`config.mk`:
```
export PLATFORM = sky130hd
export DESIGN_NAME = traffic_light_monitor
export DESIGN_NICKNAME = d
export VERILOG_FILES = /design/src/rtl/traffic_light_monitor_pkg.sv /design/src/rtl/traffic_light_monitor_dwell_counter.sv /design/src/rtl/traffic_light_monitor.sv
export SDC_FILE = /design/constraint.sdc
export NUM_CORES = 1
export LEC_CHECK = 0
export CELL_PAD_IN_SITES_DETAIL_PLACEMENT = 0
export CELL_PAD_IN_SITES_GLOBAL_PLACEMENT = 1
export CORE_MARGIN = 3
export CORE_UTILIZATION = 36
export CTS_CLUSTER_SIZE = 10
export DETAILED_ROUTE_END_ITERATION = 8
export GPL_TIMING_DRIVEN = 1
export HOLD_SLACK_MARGIN = 0.06
export PLACE_DENSITY = 0.79
export SYNTH_ARGS = -nofsm -noshare
export SYNTH_HDL_FRONTEND = slang
export SYNTH_SLANG_ARGS = --single-unit
```
`constraint.sdc`:
```
create_clock -name clk -period 1.55 [get_ports clk]
set_input_delay 0.31 -clock clk [delete_from_list [all_inputs] [get_ports clk]]
set_output_delay 0.31 -clock clk [all_outputs]
set_load 0.005 [all_outputs]
```
`src/rtl/traffic_light_monitor_pkg.sv`:
```
// Shared traffic definitions: light codes, monitor FSM encodings and the
// legal phase-successor rule used by both the controller and the monitor.
package traffic_light_monitor_pkg;

    typedef enum logic [1:0] {
        LIGHT_RED    = 2'b00,
        LIGHT_GREEN  = 2'b01,
        LIGHT_YELLOW = 2'b10,
        LIGHT_BAD    = 2'b11
    } light_t;

    typedef enum logic [1:0] {
        ST_IDLE  = 2'b00,
        ST_TRACK = 2'b01,
        ST_FAULT = 2'b10
    } mon_state_t;

    function automatic logic is_legal_successor(input light_t cur, input light_t nxt);
        logic ok;
        case (cur)
            LIGHT_RED:    ok = (nxt == LIGHT_GREEN);
            LIGHT_GREEN:  ok = (nxt == LIGHT_YELLOW);
            LIGHT_YELLOW: ok = (nxt == LIGHT_RED);
            default:      ok = 1'b0;
        endcase
        return ok;
    endfunction

    // One-hot {red, green, yellow}; the illegal code decodes to all lamps off.
    function automatic logic [2:0] light_decode(input light_t code);
        logic [2:0] onehot;
        case (code)
            LIGHT_RED:    onehot = 3'b100;
            LIGHT_GREEN:  onehot = 3'b010;
            LIGHT_YELLOW: onehot = 3'b001;
            default:      onehot = 3'b000;
        endcase
        return onehot;
    endfunction

endpackage

```
`src/rtl/traffic_light_monitor_dwell_counter.sv`:
```
// Saturating dwell counter: load-to-one on phase entry, increment per repeat
// sample, and flag when the updated count reaches the dwell limit.
module light_dwell_counter
    import traffic_light_monitor_pkg::*;
#(
    parameter logic [7:0] MAX_DWELL = 8'd200,
    parameter int          CNT_W     = 8
) (
    input  logic             clk,
    input  logic             reset,
    input  logic             load,
    input  logic             inc,
    output logic [CNT_W-1:0] count,
    output logic             hit
);

    localparam logic [CNT_W-1:0] CNT_ZERO = {CNT_W{1'b0}};
    localparam logic [CNT_W-1:0] CNT_ONE  = {{(CNT_W-1){1'b0}}, 1'b1};
    localparam logic [CNT_W-1:0] CNT_SAT  = {CNT_W{1'b1}};
    localparam logic [CNT_W-1:0] CNT_LIM  = CNT_W'(MAX_DWELL);

    logic [CNT_W-1:0] count_r;
    logic [CNT_W-1:0] count_s;
    logic             hit_s;

    // Next count and limit detection; an over-limit phase keeps re-flagging after a clear.
    always_comb begin
        count_s = count_r;
        hit_s   = 1'b0;
        if (load) begin
            count_s = CNT_ONE;
        end else if (inc) begin
            if (count_r != CNT_SAT) begin
                count_s = count_r + CNT_ONE;
            end else begin
                count_s = count_r;
            end
            hit_s = (count_s >= CNT_LIM);
        end else begin
            count_s = count_r;
        end
    end

    // Count register.
    always_ff @(posedge clk or posedge reset) begin
        if (reset) begin
            count_r <= CNT_ZERO;
        end else begin
            count_r <= count_s;
        end
    end

    assign count = count_r;
    assign hit   = hit_s;

endmodule

```
`src/rtl/traffic_light_monitor.sv`:
```
// Traffic light sequence monitor: tracks the observed phase, pulses on legal
// transitions and raises sticky flags for sequence, code and dwell violations.
module traffic_light_monitor
    import traffic_light_monitor_pkg::*;
#(
    parameter logic [7:0] MAX_DWELL = 8'd200,
    parameter int          CNT_W     = 8
) (
    input  logic             clk,
    input  logic             reset,
    input  logic [1:0]       light_in,
    input  logic             sample_en,
    input  logic             err_clr,
    output logic             red_on,
    output logic             green_on,
    output logic             yellow_on,
    output logic             phase_change,
    output logic             seq_error,
    output logic             code_error,
    output logic             dwell_error,
    output logic [CNT_W-1:0] dwell_count,
    output logic [CNT_W-1:0] cycle_count
);

    localparam logic [CNT_W-1:0] CNT_ZERO = {CNT_W{1'b0}};
    localparam logic [CNT_W-1:0] CNT_ONE  = {{(CNT_W-1){1'b0}}, 1'b1};

    light_t     code_s;
    mon_state_t state_r, state_s;
    light_t     phase_r, phase_s;
    logic [2:0] on_r, on_s;
    logic       pulse_r, pulse_s;
    logic       seq_r, code_r, dwell_r;
    logic       seq_set_s, code_set_s;
    logic       load_s, inc_s, cyc_inc_s;
    logic       dwell_hit_s;
    logic [CNT_W-1:0] cycle_r;

    assign code_s = light_t'(light_in);

    // Next-state and next-output decode; nothing moves without a qualified sample.
    always_comb begin
        state_s    = state_r;
        phase_s    = phase_r;
        on_s       = on_r;
        pulse_s    = 1'b0;
        seq_set_s  = 1'b0;
        code_set_s = 1'b0;
        load_s     = 1'b0;
        inc_s      = 1'b0;
        cyc_inc_s  = 1'b0;
        if (sample_en) begin
            case (state_r)
                ST_IDLE: begin
                    if (code_s == LIGHT_BAD) begin
                        code_set_s = 1'b1;
                    end else begin
                        phase_s = code_s;
                        on_s    = light_decode(code_s);
                        load_s  = 1'b1;
                        state_s = ST_TRACK;
                    end
                end
                ST_TRACK: begin
                    if (code_s == phase_r) begin
                        inc_s = 1'b1;
                    end else if (code_s == LIGHT_BAD) begin
                        code_set_s = 1'b1;
                        on_s       = 3'b000;
                        state_s    = ST_FAULT;
                    end else if (is_legal_successor(phase_r, code_s)) begin
                        pulse_s   = 1'b1;
                        phase_s   = code_s;
                        on_s      = light_decode(code_s);
                        load_s    = 1'b1;
                        cyc_inc_s = (phase_r == LIGHT_YELLOW);
                    end else begin
                        seq_set_s = 1'b1;
                        on_s      = 3'b000;
                        state_s   = ST_FAULT;
                    end
                end
                ST_FAULT: begin
                    // Only a RED sample is a safe point to resume tracking.
                    if (code_s == LIGHT_RED) begin
                        phase_s = LIGHT_RED;
                        on_s    = light_decode(LIGHT_RED);
                        load_s  = 1'b1;
                        state_s = ST_TRACK;
                    end else begin
                        state_s = ST_FAULT;
                    end
                end
                default: begin
                    state_s = ST_IDLE;
                    on_s    = 3'b000;
                end
            endcase
        end else begin
            state_s = state_r;
        end
    end

    // FSM state register.
    always_ff @(posedge clk or posedge reset) begin
        if (reset) begin
            state_r <= ST_IDLE;
        end else begin
            state_r <= state_s;
        end
    end

    // Registered outputs; a fresh error in the clear cycle takes priority.
    always_ff @(posedge clk or posedge reset) begin
        if (reset) begin
            phase_r <= LIGHT_RED;
            on_r    <= 3'b000;
            pulse_r <= 1'b0;
            seq_r   <= 1'b0;
            code_r  <= 1'b0;
            dwell_r <= 1'b0;
            cycle_r <= CNT_ZERO;
        end else begin
            phase_r <= phase_s;
            on_r    <= on_s;
            pulse_r <= pulse_s;
            seq_r   <= seq_set_s   | (seq_r   & ~err_clr);
            code_r  <= code_set_s  | (code_r  & ~err_clr);
            dwell_r <= dwell_hit_s | (dwell_r & ~err_clr);
            if (cyc_inc_s) begin
                cycle_r <= cycle_r + CNT_ONE;
            end else begin
                cycle_r <= cycle_r;
            end
        end
    end

    light_dwell_counter #(
        .MAX_DWELL (MAX_DWELL),
        .CNT_W     (CNT_W)
    ) u_dwell (
        .clk   (clk),
        .reset (reset),
        .load  (load_s),
        .inc   (inc_s),
        .count (dwell_count),
        .hit   (dwell_hit_s)
    );

    assign {red_on, green_on, yellow_on} = on_r;
    assign phase_change = pulse_r;
    assign seq_error    = seq_r;
    assign code_error   = code_r;
    assign dwell_error  = dwell_r;
    assign cycle_count  = cycle_r;

endmodule

```
* After elaboration in Yosys (flattened, before gate mapping)
Cells that the tools add are included.
** Word-level totals
- Output and inout bits :: 23
- Logic and storage cells :: 99
- Register bits :: 27
** Cells by class
- Add/subtract/negate cells :: 2
- Reduce and logical (&&, ||, !) cells :: 8
- Magnitude comparators :: 1
- Bitwise logic cells :: 7
- Mux-type cells :: 57
- Equal/unequal tests :: 15
** Operators with widths (number)
- 2-to-1 mux 8 bit :: 5
- 2-to-1 mux 1 bit :: 30
- 2-to-1 mux 2 bit :: 10
- one-hot mux 3 bit (3 select lines) :: 2
- adder 8 x 1 -> 8 bit (second input constant) :: 2
- 2-to-1 mux 3 bit :: 5
- one-hot mux 2 bit (3 select lines) :: 2
- != test 2 bit (second input constant) :: 5
- equality test 2 bit (second input constant) :: 4
- greater-or-equal comparator 8 bit (second input constant) :: 1
- != test 8 bit (second input constant) :: 1
- AND reduction 4 bit :: 2
- AND reduction 7 bit :: 1
- equality test 2 x 1 -> 1 bit (second input constant) :: 3
- logical NOT 2 bit :: 3
- one-hot mux 1 bit (3 select lines) :: 2
- AND 1 bit :: 3
- != test 3 bit (second input constant) :: 1
- bitwise OR 1 bit :: 3
- nonzero test 3 bit :: 1
- equality test 2 bit :: 1
- one-hot mux 1 bit (2 select lines) :: 1
- nonzero test 2 bit :: 1
- NOT 1 bit :: 1

* Depth between registers and ports, before layout
Gate-level depths: netlist (run 1).
- Depth in word-level cells :: 16
- Mapped depth :: 7
- Depth with buffers taken out :: 6

* Modules after synthesis
A second synthesis (run 1) with hierarchy kept.
** Unflattened totals
- Cell total of the unflattened synthesis :: 159
- Area total of the unflattened synthesis :: 1590.3 um^2
** By module, submodules not included
- traffic_light_monitor :: cells an instance 102, area an instance 1056.0 um^2, instances 1
- light_dwell_counter :: cells an instance 57, area an instance 534.3 um^2, instances 1

* Worst setup path after synthesis (run 1)
No wires, ideal clock.
- Path type :: flip-flop to flip-flop
- Start :: reg phase_r[0]
- End :: reg cycle_r[5], in the netlist cycle_count[5]
- Buffers on the path :: 1
- Clock period less this slack :: 1.720 ns
- Stages on the path, launching flop included :: 7
- Setup slack :: -0.170 ns
- Data arrival time :: 1.597 ns
- Cells stage by stage :: dfrtp_1 -> buf_6 -> or4b_4 -> nor2_4 -> and4_4 -> nand3_2 -> xnor2_1
** On the way
- Cells in the longest elaborated chain, start to end :: 11
** RTL lines
- from (decl) :: line traffic_light_monitor.sv:30 : light_t phase_r, phase_s;
- from (signal assigned) :: line traffic_light_monitor.sv:124 : phase_r <= phase_s;
- equality test 2 bit (tied with other cells) :: line traffic_light_monitor_pkg.sv:20, traffic_light_monitor.sv:76
- one-hot mux 1 bit (3 select lines) :: line traffic_light_monitor_pkg.sv:20 : case (cur)
- 2-to-1 mux 1 bit :: line traffic_light_monitor.sv:67 : end else if (code_s == LIGHT_BAD) begin
- 2-to-1 mux 1 bit :: line traffic_light_monitor.sv:65 : if (code_s == phase_r) begin
- 2-to-1 mux 1 bit :: line traffic_light_monitor.sv:53 : case (state_r)
- 2-to-1 mux 1 bit :: line traffic_light_monitor.sv:52 : if (sample_en) begin
- 2-to-1 mux 1 bit :: line traffic_light_monitor.sv:71 : end else if (is_legal_successor(phase_r, code_s)) begin
- 2-to-1 mux 1 bit :: line traffic_light_monitor.sv:67
- 2-to-1 mux 1 bit (*) :: line traffic_light_monitor.sv:65
- 2-to-1 mux 1 bit (*) :: line traffic_light_monitor.sv:53
- 2-to-1 mux 1 bit (*) :: line traffic_light_monitor.sv:52
- to (signal assigned) :: line traffic_light_monitor.sv:131 : cycle_r <= cycle_r + CNT_ONE;
- to (signal assigned) :: line traffic_light_monitor.sv:133 : cycle_r <= cycle_r;
- to (decl) :: line traffic_light_monitor.sv:37 : logic [CNT_W-1:0] cycle_r;
Every way passes the cells marked *; elsewhere a longest branch is shown, timed or not. The select of a mux whose other input is x is not followed.
A chain may end at the register's enable or synchronous reset.

* Worst setup path in the final report (run 1)
Same ends and word-level chain as after synthesis.

==> results.cfg, run 1 <==
[logic_synthesis]
netlist.area_leader.share_pct = 43.2
syn-num-nets = 164
ys_async_sr_fraction_pct = 100
yosys-top-cells-area = dfrtp_1 43%, xnor2_1 6.7%, nor2_1 3.6%
synth_top_cell_by_area = dfrtp_1
synthDistinctLibCells = 46
synth_edf_count = 0
syn_area_sq_um = 1570
yosys_warnings = 0
syn_area_per_cell_sq_um = 10.0
synth_flop_cell = dfrtp_1
syn_inst = 156
ys_seq_elements = 27
ys_seq_area_share_pct = 43.2

[sta]
slew_headroom_pct = 69.1
fin_ws_ns = -0.129
holdWs_ns = 0.385
period_needed_ns = 1.68
timing.final.max_slew_violations = 0
fmax_mhz = 596
fin_crit_sh_pct = 108
grt_setup_unrepaired = yes
skew_ns = 0.00337
final-hold-violation-count = 0
tightest_slew_ns = 0.459
setup_viol_count_final = 16
tns_ns = -0.963

[final_layout]
drive_gt1_share_pct = 41.8
seq_area_sq_um = 679
fin_cells = 282
layout_common_cells = 42 x buf_4, 24 x dfrtp_1, 19 x clkdlybuf4s50_1
fill_cells = 341
layout_commonest_cell = buf_4
antenna_cells = 0
syn_to_final_growth_pct = 56.9
fin_nets = 241
multi_input_area_sq_um = 946

[job]
cap_violations = 0

[die]
initial_core_util_pct = 38.3
die-area_sq_um = 5180
die_h_um = 71.9
io_pins = 29
rows = 23
coreArea_sq_um = 4090
die_x_um = 71.9

[global_routing]
grt_pass1_vias = 1492
grt_pass1_wl_um = 6730
antenna_found_initial = 0
overflow = 0
grt_usage_pct = 16.3
grt_max_degree = 28

[route]
routed_wl_um = 4130
drtIter0Drc = 71
antenna_left = 0
drt-vias-per-instance = 5.09
num_vias = 1436
firstDrtPassIters = 4
drc_errors = 0
wire_per_inst_um = 14.6

[critical_path]
critPathKind = register to register
critical_path.cell_chain = or4b_4 > nor2_4 > and4_4 > nand3_4 > xnor2_2
cp_slowest_cell = or4b_4
worstSetupStartpointType = register
slowest_delay_ns = 0.51
path_max_fanout = 3
critPathRequiredTime_ns = 1.72
crit_path_end_kind = register
cp_data_arrival_time_ns = 1.85

[power_and_ir_drop]
p_comb_share_pct = 51.1
power_frac_seq_pct = 34.2
p_sw_share_pct = 35.6
leakagePower_nw = 1.13
p_per_area_nw_per_um2 = 1140
ir_worst_vdd_uv = 721
power.share.clock_pct = 14.7
intPower_mw = 1.81
power.net_switching_uw = 999
fin_total_pwr_mw = 2.81

[cts]
h-tree-depth = 1
hold_buffers = 0
cts_tree = done
cts_made_buffers = 3
cts_max_path_buffers = 2
clockRootBuffer = clkbuf_8
clk_pin_slew_ns = 0.10
cts.sinks = 27
clkLatencyLatePin_ns = 0.27

[placement]
dp.cells = 258
portBuffers = 28
gp_congestion = 0.895
hpwl_um = 2820

[status]
status = complete, but fails checks
violations = setup timing

[worst_hold_path]
hold_class = input pin to asynchronous set/reset pin
[final timing paths]
| check | end | slack (ns) | startpoint | cells after the start |
|---|---|---|---|---|
| max | cycle_count[5]$_DFFE_PP0P_ | -0.13 | phase_r[0]$_DFFE_PP0P_ | 5 |
| min | cycle_count[5]$_DFFE_PP0P_ | 0.39 | reset | 3 |
| max reg2reg | cycle_count[5]$_DFFE_PP0P_ | -0.13 | phase_r[0]$_DFFE_PP0P_ | 5 |
| min reg2reg | cycle_count[7]$_DFFE_PP0P_ | 0.47 | cycle_count[7]$_DFFE_PP0P_ | 1 |
| max in group asynchronous | phase_r[1]$_DFFE_PP0P_ | 0.89 | reset | 3 |
| min in group clk | cycle_count[7]$_DFFE_PP0P_ | 0.47 | cycle_count[7]$_DFFE_PP0P_ | 1 |
[state kept, by name, indices dropped and copies added (netlist names)]
register	flops
code_error	1
state_r	2
phase_change	1
u_dwell.count	8
seq_error	1
on_r	3
phase_r	2
cycle_count	8
dwell_error	1
[cell families (layout without fill, tap and decap cells)]
logic type / Yosys count / count (layout) / share of synthesized area (%)
flip-flops: 27 / 27 / 43.2
adder cells (fa/ha/maj): 2 / 2 / 1.60
buffers and inverters: 13 / 89 / 5.60
AND/OR/NAND/NOR: 65 / 65 / 24.8
multiplexers: 7 / 7 / 4.64
AO/OA/AOI/OAI: 27 / 27 / 11.8
XOR/XNOR: 15 / 15 / 8.39
[power by group through the flow]
stage,Sequential [mW],Clock (mW),Combinational [mW]
after floorplan,0.952,0,0.679
after global placement,0.968,0,1.11
after detailed placement,0.975,0,1.14
after CTS,0.957,0.431,1.41
after global routing,0.978,0.459,1.55
final,0.959,0.413,1.43
[through the flow]
step | utilization, % | worst slack, ns | cell area, sq um
after global routing | 60.1 | -0.200 | 2460
after CTS | 57.6 | -0.128 | 2350
after floorplan | - | -0.141 | 1590
after global placement | 51.2 | -0.579 | 2090
final | 60.1 | -0.129 | 2460
after detailed placement | 51.2 | -0.619 | 2090
[final cells by class]
class | instances | share of cell area (%)
sequential | 27 | 27.7
tap | 50 | 2.55
timing repair buffer | 80 | 28.5
clock buffer | 3 | 1.68
clock inverter | 1 | 0.306
inverter | 5 | 0.764
multi-input combinational | 116 | 38.5
[critical path, delay by kind of cell (launching register included)]
kind / cells / cell delay, ns
AND/OR/NAND/NOR: 4 / 1.00
flip-flops: 1 / 0.43
XOR/XNOR: 1 / 0.13
[repair_timing]
item                                    CTS  global route
gates cloned                              0             0
setup buffers                            16             8
endpoints found under the setup margin   35            27
endpoints found under the hold margin     0             0
gates resized for setup                  27            27
pin swaps                                 9            17
[metal layers]
layer  GRT usage, %  routed length (um)  up-vias  share of wire [%]
li1               -                   -      700                  -
met5              0                   0        -                  0
met3           2.91                 159        4                3.9
met4           3.76                  47        0                1.1
met2           29.3                2160       32                 52
met1           20.5                1760      700                 43
[Yosys cell counts, types with 2 or more instances]
master,number
nand2b_1,3
a22o_1,2
mux2_2,2
nor2_1,15
mux2i_1,5
o21a_1,3
nand3b_1,2
o21ai_0,8
nor3_1,5
nand3_2,2
xor2_1,3
dfrtp_1,27
nor3b_1,3
or4b_4,2
nand2_1,13
a21oi_1,5
nand4_1,5
nand3_1,4
buf_4,3
buf_2,2
inv_1,5
xnor2_1,12
ha_1,2
Power figures use the tool's default switching activity.
==> run 2: changes to the inputs <==
- ABC_AREA: unset -> 1
- CORE_UTILIZATION: 36 -> 34
- CTS_CLUSTER_SIZE: 10 -> 40
==> results.cfg, run 2 <==
[worst_hold_path]
hold_class = input pin to asynchronous set/reset pin

[cts]
clk_pin_slew_ns = 0.09
cts.sinks = 27
h-tree-depth = 1
clkLatencyLatePin_ns = 0.27
hold_buffers = 0
clockRootBuffer = clkbuf_8
cts_max_path_buffers = 2
cts_tree = done
cts_made_buffers = 3

[logic_synthesis]
syn_area_sq_um = 1680
yosys_warnings = 0
synth_common_cells = 88 x nand2_1, 27 x dfrtp_1, 26 x inv_1
ys_seq_elements = 27
ys_seq_area_share_pct = 40.2
netlist.area_leader.share_pct = 40.2
synthDistinctLibCells = 26
yosys-top-cells-area = dfrtp_1 40%, nand2_1 20%, inv_1 5.8%
synth_edf_count = 0
ys_async_sr_fraction_pct = 100
synth_flop_cell = dfrtp_1
synth_top_cell_by_area = dfrtp_1
synthMostInstantiatedCell = nand2_1
syn_area_per_cell_sq_um = 7.27
syn_inst = 231
syn-num-nets = 239

[route]
firstDrtPassIters = 4
drtIter0Drc = 37
antenna_left = 0
routed_wl_um = 3600
drc_errors = 0
wire_per_inst_um = 10.1
drt-vias-per-instance = 4.34
num_vias = 1542

[die]
io_pins = 29
rows = 24
die_x_um = 76.3
die_h_um = 76.3
coreArea_sq_um = 4560
initial_core_util_pct = 36.8
die-area_sq_um = 5820

[final_layout]
layout_common_cells = 87 x nand2_1, 27 x buf_4, 26 x inv_1
multi_input_area_sq_um = 893
syn_to_final_growth_pct = 37.0
drive_gt1_share_pct = 20.0
fin_cells = 355
layout_commonest_cell = nand2_1
fin_nets = 299
fin_util_pct = 50.4
fill_cells = 484
seq_area_sq_um = 678
antenna_cells = 0

[power_and_ir_drop]
leakagePower_nw = 1.21
power.share.clock_pct = 13.8
power.net_switching_mw = 1.13
p_per_area_nw_per_um2 = 1270
p_comb_share_pct = 49.3
intPower_mw = 1.79
power_frac_seq_pct = 36.9
fin_total_pwr_mw = 2.92
ir_worst_vdd_uv = 930
p_sw_share_pct = 38.7

[sta]
setup_viol_count_final = 0
tightest_slew_ns = 0.352
grt_setup_unrepaired = no
slew_headroom_pct = 76.5
fmax_mhz = 666
skew_ns = 0.000969
fin_crit_sh_pct = 96.9
period_needed_ns = 1.50
final-hold-violation-count = 0
timing.final.max_slew_violations = 0

[job]
cap_violations = 0

[critical_path]
r2r_start = state_r[0]$_DFFE_PP0P_
crit_family = buffers and inverters
reg2reg_to = u_dwell.count[2]$_DFFE_PP0P_
crit_buf_inv = 1
regToRegSetupSlack_ns = 0.16
cp_data_arrival_time_ns = 1.19
cp_slowest_cell = clkdlybuf4s50_1
critical_path.cell_chain = clkdlybuf4s50_1
worstSetupStartpointType = register
critPathRequiredTime_ns = 1.24
r2r_cells = 7
crit_path_end_kind = primary output
critPathKind = register to primary output
slowest_delay_ns = 0.51
path_max_fanout = 4

[placement]
portBuffers = 28
gp_congestion = 0.813
dp.cells = 341
hpwl_um = 2740

[global_routing]
grt_pass1_wl_um = 6400
grt_usage_pct = 13.2
grt_max_degree = 28
grt_pass1_vias = 1479
overflow = 0
antenna_found_initial = 0

[status]
status = completed
-- run 2: cell count changes after synthesis, sizes merged, moves of 3 or more --
cell    delta
buf        -7
inv       +25
mux2i      -5
nand2     +81
nand2b     -3
nand3     +12
nor2      +11
nor3       -3
nor3b      -3
o21a       -3
xnor2      -7
-- run 2: worst max-delay path by stage --
stage / endpoint / cells past startpoint / from / slack (ns)
floorplan: u_dwell.count[1]$_DFFE_PP0P_ / 10 / u_dwell.count[1]$_DFFE_PP0P_ / 0.17
global placement: phase_r[0]$_DFFE_PP0P_ / 10 / light_in[0] / -0.30
detailed placement: phase_r[0]$_DFFE_PP0P_ / 10 / light_in[0] / -0.29
CTS: phase_r[0]$_DFFE_PP0P_ / 10 / light_in[0] / 0.002
global route: phase_r[1]$_DFFE_PP0P_ / 9 / phase_r[1]$_DFFE_PP0P_ / 0.003
finish: cycle_count[2] / 1 / cycle_count[2]$_DFFE_PP0P_ / 0.05
-- run 2: cell families after synthesis --
family          synth area share, %
flops                          40.2
buf+inv                        7.00
compound gates                 5.37
simple gates                   41.3
xor+xnor                       4.62
fa+ha+maj                      1.49
-- run 2: final cells by class --
class | count | share of cell area (%)
multi-input cells | 173 | 38.8
flip-flops and latches | 27 | 29.5
repair buffers | 55 | 21.1
inverters | 31 | 5.11
well taps | 65 | 3.54
clock buffers | 4 | 1.96
-- run 2: what timing repair did --
item,CTS,global route
setup buffers,3,7
endpoints found under the setup margin,8,23
resized for setup,5,6
-- run 2: metrics by stage --
stage	area [sq um]	TNS, ns	worst slack [ns]	hold WS [ns]
after floorplan	1680	0	0.166	0.363
after global placement	2170	-5.31	-0.296	0.460
after detailed placement	2170	-5.56	-0.288	0.466
after CTS	2230	0	0.00214	0.395
after global routing	2300	0	0.00319	0.453
final	2300	0	0.0482	0.385
-- run 2: metal layers --
layer	wire, um	GRT usage, %
met1	1860	17.1
met2	1570	22.2
met3	116	1.89
met4	59	5.25
met5	0	0
-- run 2: power by group through the flow --
stage               Clock [mW]  Combinational (mW)  Sequential, mW
floorplan                    0               0.766            1.12
global placement             0                1.38            1.11
detailed placement           0                1.38            1.11
CTS                      0.428                1.38            1.10
global route             0.450                1.64            1.11
finish                   0.402                1.44            1.08
